### config.mk
export PLATFORM = sky130hd
export DESIGN_NAME = maze_input_conditioner
export DESIGN_NICKNAME = d
export VERILOG_FILES = /design/src/rtl/maze_pkg.sv /design/src/rtl/button_debouncer.sv /design/src/rtl/maze_input_conditioner.sv
export SDC_FILE = /design/constraint.sdc
export NUM_CORES = 1
export LEC_CHECK = 0
export BUFFER_PORTS_ARGS = -buffer_cell sky130_fd_sc_hd__buf_2
export CORE_ASPECT_RATIO = 0.75
export CORE_UTILIZATION = 59
export CTS_BUF_LIST = sky130_fd_sc_hd__clkbuf_4
export DETAILED_ROUTE_END_ITERATION = 12
export PLACE_DENSITY = 0.75
export SLEW_MARGIN = 15
export SYNTH_ARGS = -nofsm -noshare
export SYNTH_HDL_FRONTEND = slang
export SYNTH_SLANG_ARGS = --single-unit
export TNS_END_PERCENT = 100
### constraint.sdc
create_clock -name clk -period 2.1 [get_ports clk]
set_input_delay 0.525 -clock clk [delete_from_list [all_inputs] [get_ports clk]]
set_output_delay 0.525 -clock clk [all_outputs]
set_load 0.1 [all_outputs]
### src/rtl/maze_pkg.sv
// Shared definitions for the maze game: button indices, debouncer and
// restart state encodings, and the colour constants used by the controller.
package maze_pkg;

  localparam int NUM_BTNS = 5;
  localparam int BTN_U    = 0;
  localparam int BTN_D    = 1;
  localparam int BTN_L    = 2;
  localparam int BTN_R    = 3;
  localparam int BTN_C    = 4;

  // Buttons whose debounced press starts a game restart.
  localparam logic [NUM_BTNS-1:0] RESTART_BTN_MASK = 5'b10000;

  typedef enum logic [1:0] {
    IDLE,
    WAIT_PRESS,
    PRESSED,
    WAIT_RELEASE
  } db_state_e;

  typedef enum logic [1:0] {
    GR_IDLE,
    GR_ARMED,
    GR_HOLD
  } gr_state_e;

  typedef logic [11:0] rgb_t;

  localparam rgb_t COLOR_BLACK  = 12'h000;
  localparam rgb_t COLOR_WHITE  = 12'hFFF;
  localparam rgb_t COLOR_WALL   = 12'h00F;
  localparam rgb_t COLOR_PLAYER = 12'hF00;
  localparam rgb_t COLOR_GOAL   = 12'h0F0;

endpackage

### src/rtl/button_debouncer.sv
// Two-flop synchronizer followed by a four-state debounce FSM; a level change
// needs DEBOUNCE_CYCLES consecutive identical synchronized samples.
module button_debouncer
  import maze_pkg::*;
#(
  parameter int unsigned DEBOUNCE_CYCLES = 1_000_000
) (
  input  logic clk,
  input  logic rst_n,
  input  logic btn_i,
  output logic level_o,
  output logic rise_o
);

  localparam int unsigned CW = (DEBOUNCE_CYCLES > 2) ? $clog2(DEBOUNCE_CYCLES) : 1;
  // The IDLE/PRESSED cycle that first sees the change is sample one, so the
  // wait states finish when the incremented count would reach N-1.
  localparam logic [CW-1:0] LAST = CW'(DEBOUNCE_CYCLES - 2);

  logic            sync1_q, sync2_q;
  db_state_e       state_q;
  logic [CW-1:0]   count_q;
  logic            level_q, rise_q;

  // NOTE: non-blocking assignments make the two stages a true shift register;
  // blocking ones would collapse them into a single flop.
  always_ff @(posedge clk or negedge rst_n) begin
    if (!rst_n) begin
      sync1_q <= 1'b0;
      sync2_q <= 1'b0;
    end else begin
      sync1_q <= btn_i;
      sync2_q <= sync1_q;
    end
  end

  always_ff @(posedge clk or negedge rst_n) begin
    if (!rst_n) begin
      state_q <= IDLE;
      count_q <= '0;
      level_q <= 1'b0;
      rise_q  <= 1'b0;
    end else begin
      rise_q <= 1'b0;
      case (state_q)
        IDLE: begin
          if (sync2_q) begin
            state_q <= WAIT_PRESS;
            count_q <= '0;
          end
        end
        WAIT_PRESS: begin
          if (!sync2_q) begin
            state_q <= IDLE;
          end else if (count_q == LAST) begin
            state_q <= PRESSED;
            level_q <= 1'b1;
            rise_q  <= 1'b1;
          end else begin
            count_q <= count_q + CW'(1);
          end
        end
        PRESSED: begin
          if (!sync2_q) begin
            state_q <= WAIT_RELEASE;
            count_q <= '0;
          end
        end
        WAIT_RELEASE: begin
          if (sync2_q) begin
            state_q <= PRESSED;
          end else if (count_q == LAST) begin
            state_q <= IDLE;
            level_q <= 1'b0;
          end else begin
            count_q <= count_q + CW'(1);
          end
        end
        default: begin
          state_q <= IDLE;
          level_q <= 1'b0;
        end
      endcase
    end
  end

  assign level_o = level_q;
  assign rise_o  = rise_q;

endmodule

### src/rtl/maze_input_conditioner.sv
// Conditions the five board buttons for the maze controller: debounce,
// opposite-direction suppression, move_clk generation and restart pulse.
module maze_input_conditioner
  import maze_pkg::*;
#(
  parameter int unsigned DEBOUNCE_CYCLES = 1_000_000,
  parameter int unsigned MOVE_DIV        = 500_000
) (
  input  logic clk,
  input  logic Reset,
  input  logic BtnU,
  input  logic BtnD,
  input  logic BtnL,
  input  logic BtnR,
  input  logic BtnC,
  output logic Up,
  output logic Down,
  output logic Left,
  output logic Right,
  output logic move_clk,
  output logic game_reset
);

  localparam int unsigned DW = (MOVE_DIV > 2) ? $clog2(MOVE_DIV) : 1;
  localparam logic [DW-1:0] DIV_LAST = DW'(MOVE_DIV - 1);

  logic [NUM_BTNS-1:0] btn_raw, btn_level, btn_rise;

  assign btn_raw = {BtnC, BtnR, BtnL, BtnD, BtnU};

  for (genvar i = 0; i < NUM_BTNS; i++) begin : g_db
    button_debouncer #(
      .DEBOUNCE_CYCLES(DEBOUNCE_CYCLES)
    ) u_db (
      .clk    (clk),
      .rst_n  (Reset),
      .btn_i  (btn_raw[i]),
      .level_o(btn_level[i]),
      .rise_o (btn_rise[i])
    );
  end

  logic up_q, down_q, left_q, right_q;

  always_ff @(posedge clk or negedge Reset) begin
    if (!Reset) begin
      up_q    <= 1'b0;
      down_q  <= 1'b0;
      left_q  <= 1'b0;
      right_q <= 1'b0;
    end else begin
      up_q    <= btn_level[BTN_U] & ~btn_level[BTN_D];
      down_q  <= btn_level[BTN_D] & ~btn_level[BTN_U];
      left_q  <= btn_level[BTN_L] & ~btn_level[BTN_R];
      right_q <= btn_level[BTN_R] & ~btn_level[BTN_L];
    end
  end

  logic [DW-1:0] div_q;
  logic          move_clk_q;
  logic          div_wrap, mc_rise, mc_fall, restart_rise;

  assign div_wrap     = (div_q == DIV_LAST);
  assign mc_rise      = div_wrap & ~move_clk_q;
  assign mc_fall      = div_wrap &  move_clk_q;
  assign restart_rise = |(btn_rise & RESTART_BTN_MASK);

  always_ff @(posedge clk or negedge Reset) begin
    if (!Reset) begin
      div_q      <= '0;
      move_clk_q <= 1'b0;
    end else if (div_wrap) begin
      div_q      <= '0;
      move_clk_q <= ~move_clk_q;
    end else begin
      div_q <= div_q + DW'(1);
    end
  end

  gr_state_e gr_q;
  logic      game_reset_q;

  // Restart holds through a full move_clk high phase and drops while move_clk
  // is low, so the controller never sees Reset release on its clock edge.
  always_ff @(posedge clk or negedge Reset) begin
    if (!Reset) begin
      gr_q         <= GR_ARMED;
      game_reset_q <= 1'b1;
    end else begin
      case (gr_q)
        GR_IDLE: begin
          if (restart_rise) begin
            gr_q         <= GR_ARMED;
            game_reset_q <= 1'b1;
          end
        end
        GR_ARMED: begin
          if (mc_rise) gr_q <= GR_HOLD;
        end
        GR_HOLD: begin
          if (mc_fall) begin
            gr_q         <= GR_IDLE;
            game_reset_q <= 1'b0;
          end
        end
        default: begin
          gr_q         <= GR_ARMED;
          game_reset_q <= 1'b1;
        end
      endcase
    end
  end

  assign Up         = up_q;
  assign Down       = down_q;
  assign Left       = left_q;
  assign Right      = right_q;
  assign move_clk   = move_clk_q;
  assign game_reset = game_reset_q;

endmodule

==> impl_metrics.env, run 1 <==
export IMPL_syn_avg_cell_area_um2=9.49
export IMPL_portBuffers=12
export IMPL_grt_pass1_vias=6636
export IMPL_layout_commonest_cell="dfrtp_1"
export IMPL_cts_buffers=17
export IMPL_outcome="completed"
export IMPL_worst_slack_ns=0.00106
export IMPL_vias=7124
export IMPL_cts_buffer_depth=2
export IMPL_synth_area_leaders="dfrtp_1, nand2_1, nand3_1"
export IMPL_ir_worst_vdd_uv=470
export IMPL_end_kind="flip-flop"
export IMPL_cts_max_level=4
export IMPL_die_y_um=104
export IMPL_diodes=0
export IMPL_synth_compound_area_share_pct=13.6
export IMPL_cp_arrival_ns=2.61
export IMPL_place_gp_congestion=0.880
export IMPL_yosysTopAreaCell="dfrtp_1"
export IMPL_hp_class="input pin to flip-flop"
export IMPL_dpl_hpwl_um=13200
export IMPL_clock_fmax_mhz=476
export IMPL_r2r_slack_ns=0.001
export IMPL_worstRegToRegCells=6
export IMPL_antenna_found_initial=1
export IMPL_ys_warn_count=0
export IMPL_synth_simple_area_share_pct=28.1
export IMPL_clkSinkCount=152
export IMPL_crit_chain="or4b_2 > nor4_4 > nand3_1 > buf_4 > a41oi_1 > a211o_1"
export IMPL_worstReg2RegStart="g_db[4].u_db.count_q[8]"
export IMPL_routed_top_layer="met4"
export IMPL_grt_overflow=0
export IMPL_cts_root_buffer="clkbuf_4"
export IMPL_r2r_end="g_db[4].u_db.count_q[5]"
export IMPL_final_nets=955
export IMPL_ant_nets=0
export IMPL_met1_length_um=9160
export IMPL_relSlewSlack_pct=34.4
export IMPL_ys_seq_elements=152
export IMPL_dpl_worst_slack_ns=0.0293
export IMPL_wire_per_inst_um=17.4
export IMPL_wl_um=19500
export IMPL_grt_setup_unrepaired="yes"
export IMPL_setup_tns_ns=0
export IMPL_viasPerCell=6.38
export IMPL_wl_met3_um=1270
export IMPL_grt_max_degree=52
export IMPL_fp_dieArea_um2=14300
export IMPL_holdPathStages=1
export IMPL_timing_max_cap_violations=0
export IMPL_die_x_um=138
export IMPL_drive_gt1_share_pct=15.4
export IMPL_yosys_most_used_dff="dfrtp_1"
export IMPL_mappedNetlistArea_um2=8150
export IMPL_first_pass_iters=5
export IMPL_crit_start="g_db[4].u_db.count_q[8]"
export IMPL_final_area_um2=9300
export IMPL_drt_iter0_drc=624
export IMPL_setup_violations=0
export IMPL_clk_latency_ns=0.57
export IMPL_syn_to_final_growth_pct=14.0
export IMPL_routed_wl_met2_um=8810
export IMPL_yosysSeqAreaShare_pct=46.7
export IMPL_rows=36
export IMPL_worstPathRequired_ns=2.61
export IMPL_placed_cell_area_um2=8810
export IMPL_cpPeakStageDelay_ns=0.73
export IMPL_power_density_nw_per_um2=579
export IMPL_yosysUniqueCellTypes=60
export IMPL_core_area_um2=13200
export IMPL_cts_tree="built"
export IMPL_cp_slowest_cell="or4b_2"
export IMPL_tightest_slew_ns=0.981
export IMPL_period_share_pct=99.9
export IMPL_drv_slew=0
export IMPL_synthCells=859
export IMPL_holdCritStartpoint="BtnU"
export IMPL_mostFrequentLayoutCells="dfrtp_1, nand2_1, buf_4"
export IMPL_ios=13
export IMPL_synthAdderAreaFrac_pct=2.15
export IMPL_synth_top_family_by_area="simple AND/OR/NAND/NOR gates"
export IMPL_synthMuxAreaShare_pct=2.84
export IMPL_drc=0
export IMPL_yosysTopAreaCellShare_pct=46.0
export IMPL_start_kind="flip-flop"
export IMPL_p_leak_nw=4.20
export IMPL_min_to="g_db[0].u_db.sync1_q"
export IMPL_path_max_fanout=5
export IMPL_worst_clock_skew_ns=0.00898
export IMPL_initial_core_util_pct=61.6
export IMPL_grt_usage_pct=28.1
export IMPL_finalCriticalPeriod_ns=2.10
export IMPL_hold_viol_final=0
export IMPL_grt_pass1_wl_um=31600
export IMPL_synthXorXnorAreaFrac_pct=3.97
export IMPL_path_clk_slew_ns=0.12
export IMPL_synth_edf_count=0
export IMPL_crit_type="flip-flop to flip-flop"
export IMPL_syn_nets=880
export IMPL_async_flop_share_pct=100
-- state kept, by name, summed over array words and instances (netlist names), 2 cells and up, named ones only --
| signal | count |
|---|---|
| g_db.u_db.count_q | 100 |
| div_q | 19 |
| g_db.u_db.state_q | 5 |
| g_db.u_db.sync1_q | 5 |
| g_db.u_db.sync2_q | 5 |
| g_db.u_db.level_o | 4 |
| gr_q | 2 |
-- layer usage --
| layer | up-vias | track usage (%) |
|---|---|---|
| met5 | - | 0 |
| met3 | 28 | 7.73 |
| met1 | 3487 | 41.0 |
| li1 | 3369 | - |
| met4 | 0 | 8.39 |
| met2 | 240 | 40.6 |
-- worst max path at each step --
stage               cells after the start  slack, ns                       end
CTS                                     6      0.003   g_db[4].u_db.count_q[5]
global route                            6      -0.05   g_db[4].u_db.count_q[5]
detailed placement                      5       0.03  g_db[4].u_db.count_q[16]
finish                                  6      0.001   g_db[4].u_db.count_q[5]
global placement                        5       0.07  g_db[4].u_db.count_q[16]
floorplan                               5       0.02   g_db[4].u_db.count_q[1]
-- metrics by stage --
step	utilization (%)	hold slack [ns]	instances	power, mW
floorplan	-	0.229	859	3.38
global placement	66.5	0.339	1068	3.58
detailed placement	66.5	0.337	1068	3.61
CTS	68.9	0.0222	1102	5.42
global route	70.2	0.00262	1116	5.62
finish	70.2	0.0514	1116	5.39
-- cells in the mapped netlist (7+ instances only) --
cell type / n
and4_1: 12
a31oi_1: 19
o31ai_1: 9
nand4_1: 40
mux2i_1: 13
xor2_1: 20
o41ai_1: 7
inv_1: 23
or4_1: 13
and3_1: 22
dfrtp_1: 150
a22o_1: 13
mux2_2: 9
a21oi_1: 30
a211o_1: 13
o21ai_0: 28
nand3_1: 51
nor2b_1: 7
nand2_1: 89
nor4b_1: 10
nor3_1: 22
ha_1: 14
and2_1: 20
or3_1: 15
nor4_1: 24
xnor2_1: 17
clkbuf_1: 29
a21o_1: 11
nor2_1: 59
-- report_power, final --
part	internal (mW)	switching, mW
clock network	0.801	1.02
registers	3.01	0.105
logic	0.176	0.278
-- final cells by class --
class	instances	area (um^2)
clock buffers	18	135
clock inverters	12	135
fillers	1018	3940
inverters	23	86.3
multi-input cells	650	4210
flip-flops and latches	152	3810
well taps	171	214
repair buffers	90	714
-- critical path: cells and delay by family (launching register included) --
| family | cells | cell delay, ns |
|---|---|---|
| AOI/OAI and AO/OA | 2 | 0.36 |
| DFF | 1 | 0.41 |
| and+or+nand+nor | 3 | 1.09 |
| buffers and inverters | 1 | 0.19 |
-- what timing repair did --
item | 4_1_cts | 5_1_grt
setup endpoints to repair | 4 | 26
endpoints found under the hold margin | 44 | 2
hold buffers | 1 | 2
pin swaps | 2 | 9
buffers inserted | 3 | 12
gates resized for setup | 1 | 14
-- kinds of logic (layout without fill, tap and decap cells) --
logic type,after synthesis,in the layout
AO/OA/AOI/OAI,161,161
XOR/XNOR,37,37
adder cells (fa/ha/maj),14,14
buffers and inverters,57,143
flip-flops,152,152
multiplexers,22,22
AND/OR/NAND/NOR,416,416
No activity file was read; power rests on OpenSTA's default activity.
==> inputs of run 2 (changes only) <==
--- a/config.mk
+++ b/config.mk
@@ -9,2 +9,3 @@
 export CORE_ASPECT_RATIO = 0.75
+export CORE_MARGIN = 4
 export CORE_UTILIZATION = 59
--- a/constraint.sdc
+++ b/constraint.sdc
@@ -3,2 +3,2 @@
 set_output_delay 0.525 -clock clk [all_outputs]
-set_load 0.1 [all_outputs]
+set_load 0.005 [all_outputs]
==> run 2 against run 1 <==
  * Global-route usage decreased by 2.8 points
  * Largest power group unchanged
  * Count of clock-buffer cells in the layout unchanged
  * Combinational power decreased by 1%
  * Register-to-register slack improved by 0.04 ns
  * Routed wire length decreased by 0.46%
  * Non-clock buffer count increased by 6
  * Core utilization increased by 1.6 points
  * Die area increased by 10%
  * Sequential share of layout area decreased by 0.88 points
  * Highest routed layer unchanged
  * Sequential power about the same
  * Maximum frequency increased by 1.8%
==> impl_metrics.env, run 2 (synthesis results as in run 1) <==
export IMPL_viasPerCell=6.43
export IMPL_cts_root_buffer="clkbuf_4"
export IMPL_wl_um=19400
export IMPL_rows=36
export IMPL_dpl_worst_slack_ns=-0.0521
export IMPL_final_nets=961
export IMPL_timing_max_cap_violations=0
export IMPL_drv_slew=0
export IMPL_grt_overflow=0
export IMPL_largest_reg_flops=100
export IMPL_initial_core_util_pct=61.6
export IMPL_largest_registers="g_db.u_db.count_q x100, div_q x19"
export IMPL_drc=0
export IMPL_hp_class="input pin to flip-flop"
export IMPL_ant_nets=0
export IMPL_grt_pass1_wl_um=32400
export IMPL_period_share_pct=98.2
export IMPL_multi_input_area_um2=4250
export IMPL_post_route_util_pct=71.8
export IMPL_finalCriticalPeriod_ns=2.06
export IMPL_worstReg2RegStart="g_db[3].u_db.count_q[12]"
export IMPL_wire_per_inst_um=17.2
export IMPL_top_register="g_db.u_db.count_q"
export IMPL_antenna_found_initial=0
export IMPL_dpl_hpwl_um=13200
export IMPL_die_y_um=110
export IMPL_grt_pass1_vias=6845
export IMPL_cts_max_level=4
export IMPL_core_area_um2=13200
export IMPL_place_gp_congestion=0.916
export IMPL_crit_start="g_db[3].u_db.count_q[12]"
export IMPL_fill_cells=983
export IMPL_clkSinkCount=152
export IMPL_fp_dieArea_um2=15800
export IMPL_diodes=0
export IMPL_drt_iter0_drc=512
export IMPL_end_kind="flip-flop"
export IMPL_power_density_nw_per_um2=636
export IMPL_start_kind="flip-flop"
export IMPL_relSlewSlack_pct=66.1
export IMPL_worstPathRequired_ns=2.57
export IMPL_portBuffers=12
export IMPL_drive_gt1_share_pct=17.3
export IMPL_cts_tree="built"
export IMPL_holdCritStartpoint="BtnD"
export IMPL_die_x_um=144
export IMPL_ir_worst_vdd_uv=637
export IMPL_cp_arrival_ns=2.53
export IMPL_hold_viol_final=0
export IMPL_regArea_um2=3810
export IMPL_cts_buffers=17
export IMPL_cts_buffer_depth=2
export IMPL_clk_latency_ns=0.57
export IMPL_mostFrequentLayoutCells="dfrtp_1, nand2_1, buf_4"
export IMPL_tightest_slew_ns=0.507
export IMPL_ios=13
export IMPL_setup_tns_ns=0
export IMPL_clock_fmax_mhz=485
export IMPL_path_clk_slew_ns=0.14
export IMPL_crit_type="flip-flop to flip-flop"
export IMPL_setup_violations=0
export IMPL_grt_setup_unrepaired="yes"
export IMPL_syn_to_final_growth_pct=16.6
export IMPL_vias=7223
export IMPL_grt_max_degree=54
export IMPL_first_pass_iters=7
export IMPL_grt_usage_pct=25.3
export IMPL_p_leak_nw=4.32
export IMPL_worst_slack_ns=0.0386
export IMPL_path_max_fanout=4
export IMPL_worst_clock_skew_ns=0.0188
export IMPL_outcome="completed"
export IMPL_layout_commonest_cell="dfrtp_1"
[run 2: cell count changes in the layout (fill, tap and decap cells not counted), sizes merged]
cell,delta
clkinv,-4
buf,+10
dlygate4sd3,-2
clkbuf,-2
bufinv,+5
clkinvlp,+1
[run 2: per-layer routing]
metal  wire length (um)  up-vias  track usage [%]
met4                286        0             6.92
li1                   -     3390                -
met2               8670      284             39.2
met5                  0        -                0
met3               1170       23             4.65
met1               9240     3526             37.0
[run 2: layout make-up]
class / count / share of cell area [%]
tap: 171 / 2.25
timing repair buffer: 96 / 7.70
multi-input combinational: 650 / 44.7
sequential: 152 / 40.1
clock buffer: 18 / 1.42
clock inverter: 14 / 2.91
inverter: 23 / 0.908
[run 2: critical path, stage by stage, from the launching register on]
cell and delay, ns:
dfrtp_1 0.40, or4_4 0.55, nor4_4 0.36, buf_4 0.18
nand3_1 0.15, o21ai_1 0.25, a2bb2oi_2 0.08
[run 2: path summary, 6_finish.rpt]
kind / endpoint / slack [ns] / cells after the start
setup / recovery: g_db[3].u_db.level_o / 0.04 / 6
hold / removal: g_db[1].u_db.sync1_q / 0.05 / 1
setup reg to reg: g_db[3].u_db.level_o / 0.04 / 6
hold reg to reg: g_db[3].u_db.sync2_q / 0.36 / 0
max in group asynchronous: g_db[1].u_db.count_q[3] / 1.03 / 3
min in group asynchronous: div_q[11] / 0.47 / 2
[run 2: what timing repair did]
item,4_1_cts,5_1_grt
endpoints found under the hold margin,45,0
setup buffers,1,10
gates resized for setup,1,24
pin swaps,1,12
endpoints found under the setup margin,4,36
hold buffers,1,0
[run 2: report_power, final]
group	leakage [nW]	switching [mW]	internal [mW]
Combinational	2.06	0.275	0.174
Sequential	2.05	0.112	3.01
Clock	0.206	1.05	1.43
Total	4.32	1.43	4.61
[run 2: stage by stage]
step                std cells  instance area (um^2)  hold slack [ns]  total power, mW
floorplan                 859                  8150            0.229             3.38
global placement         1080                  8870            0.332             3.58
detailed placement       1080                  8870            0.341             3.61
CTS                      1114                  9310          0.00642             6.08
global route             1124                  9510           0.0209             6.29
finish                   1124                  9510           0.0456             6.04
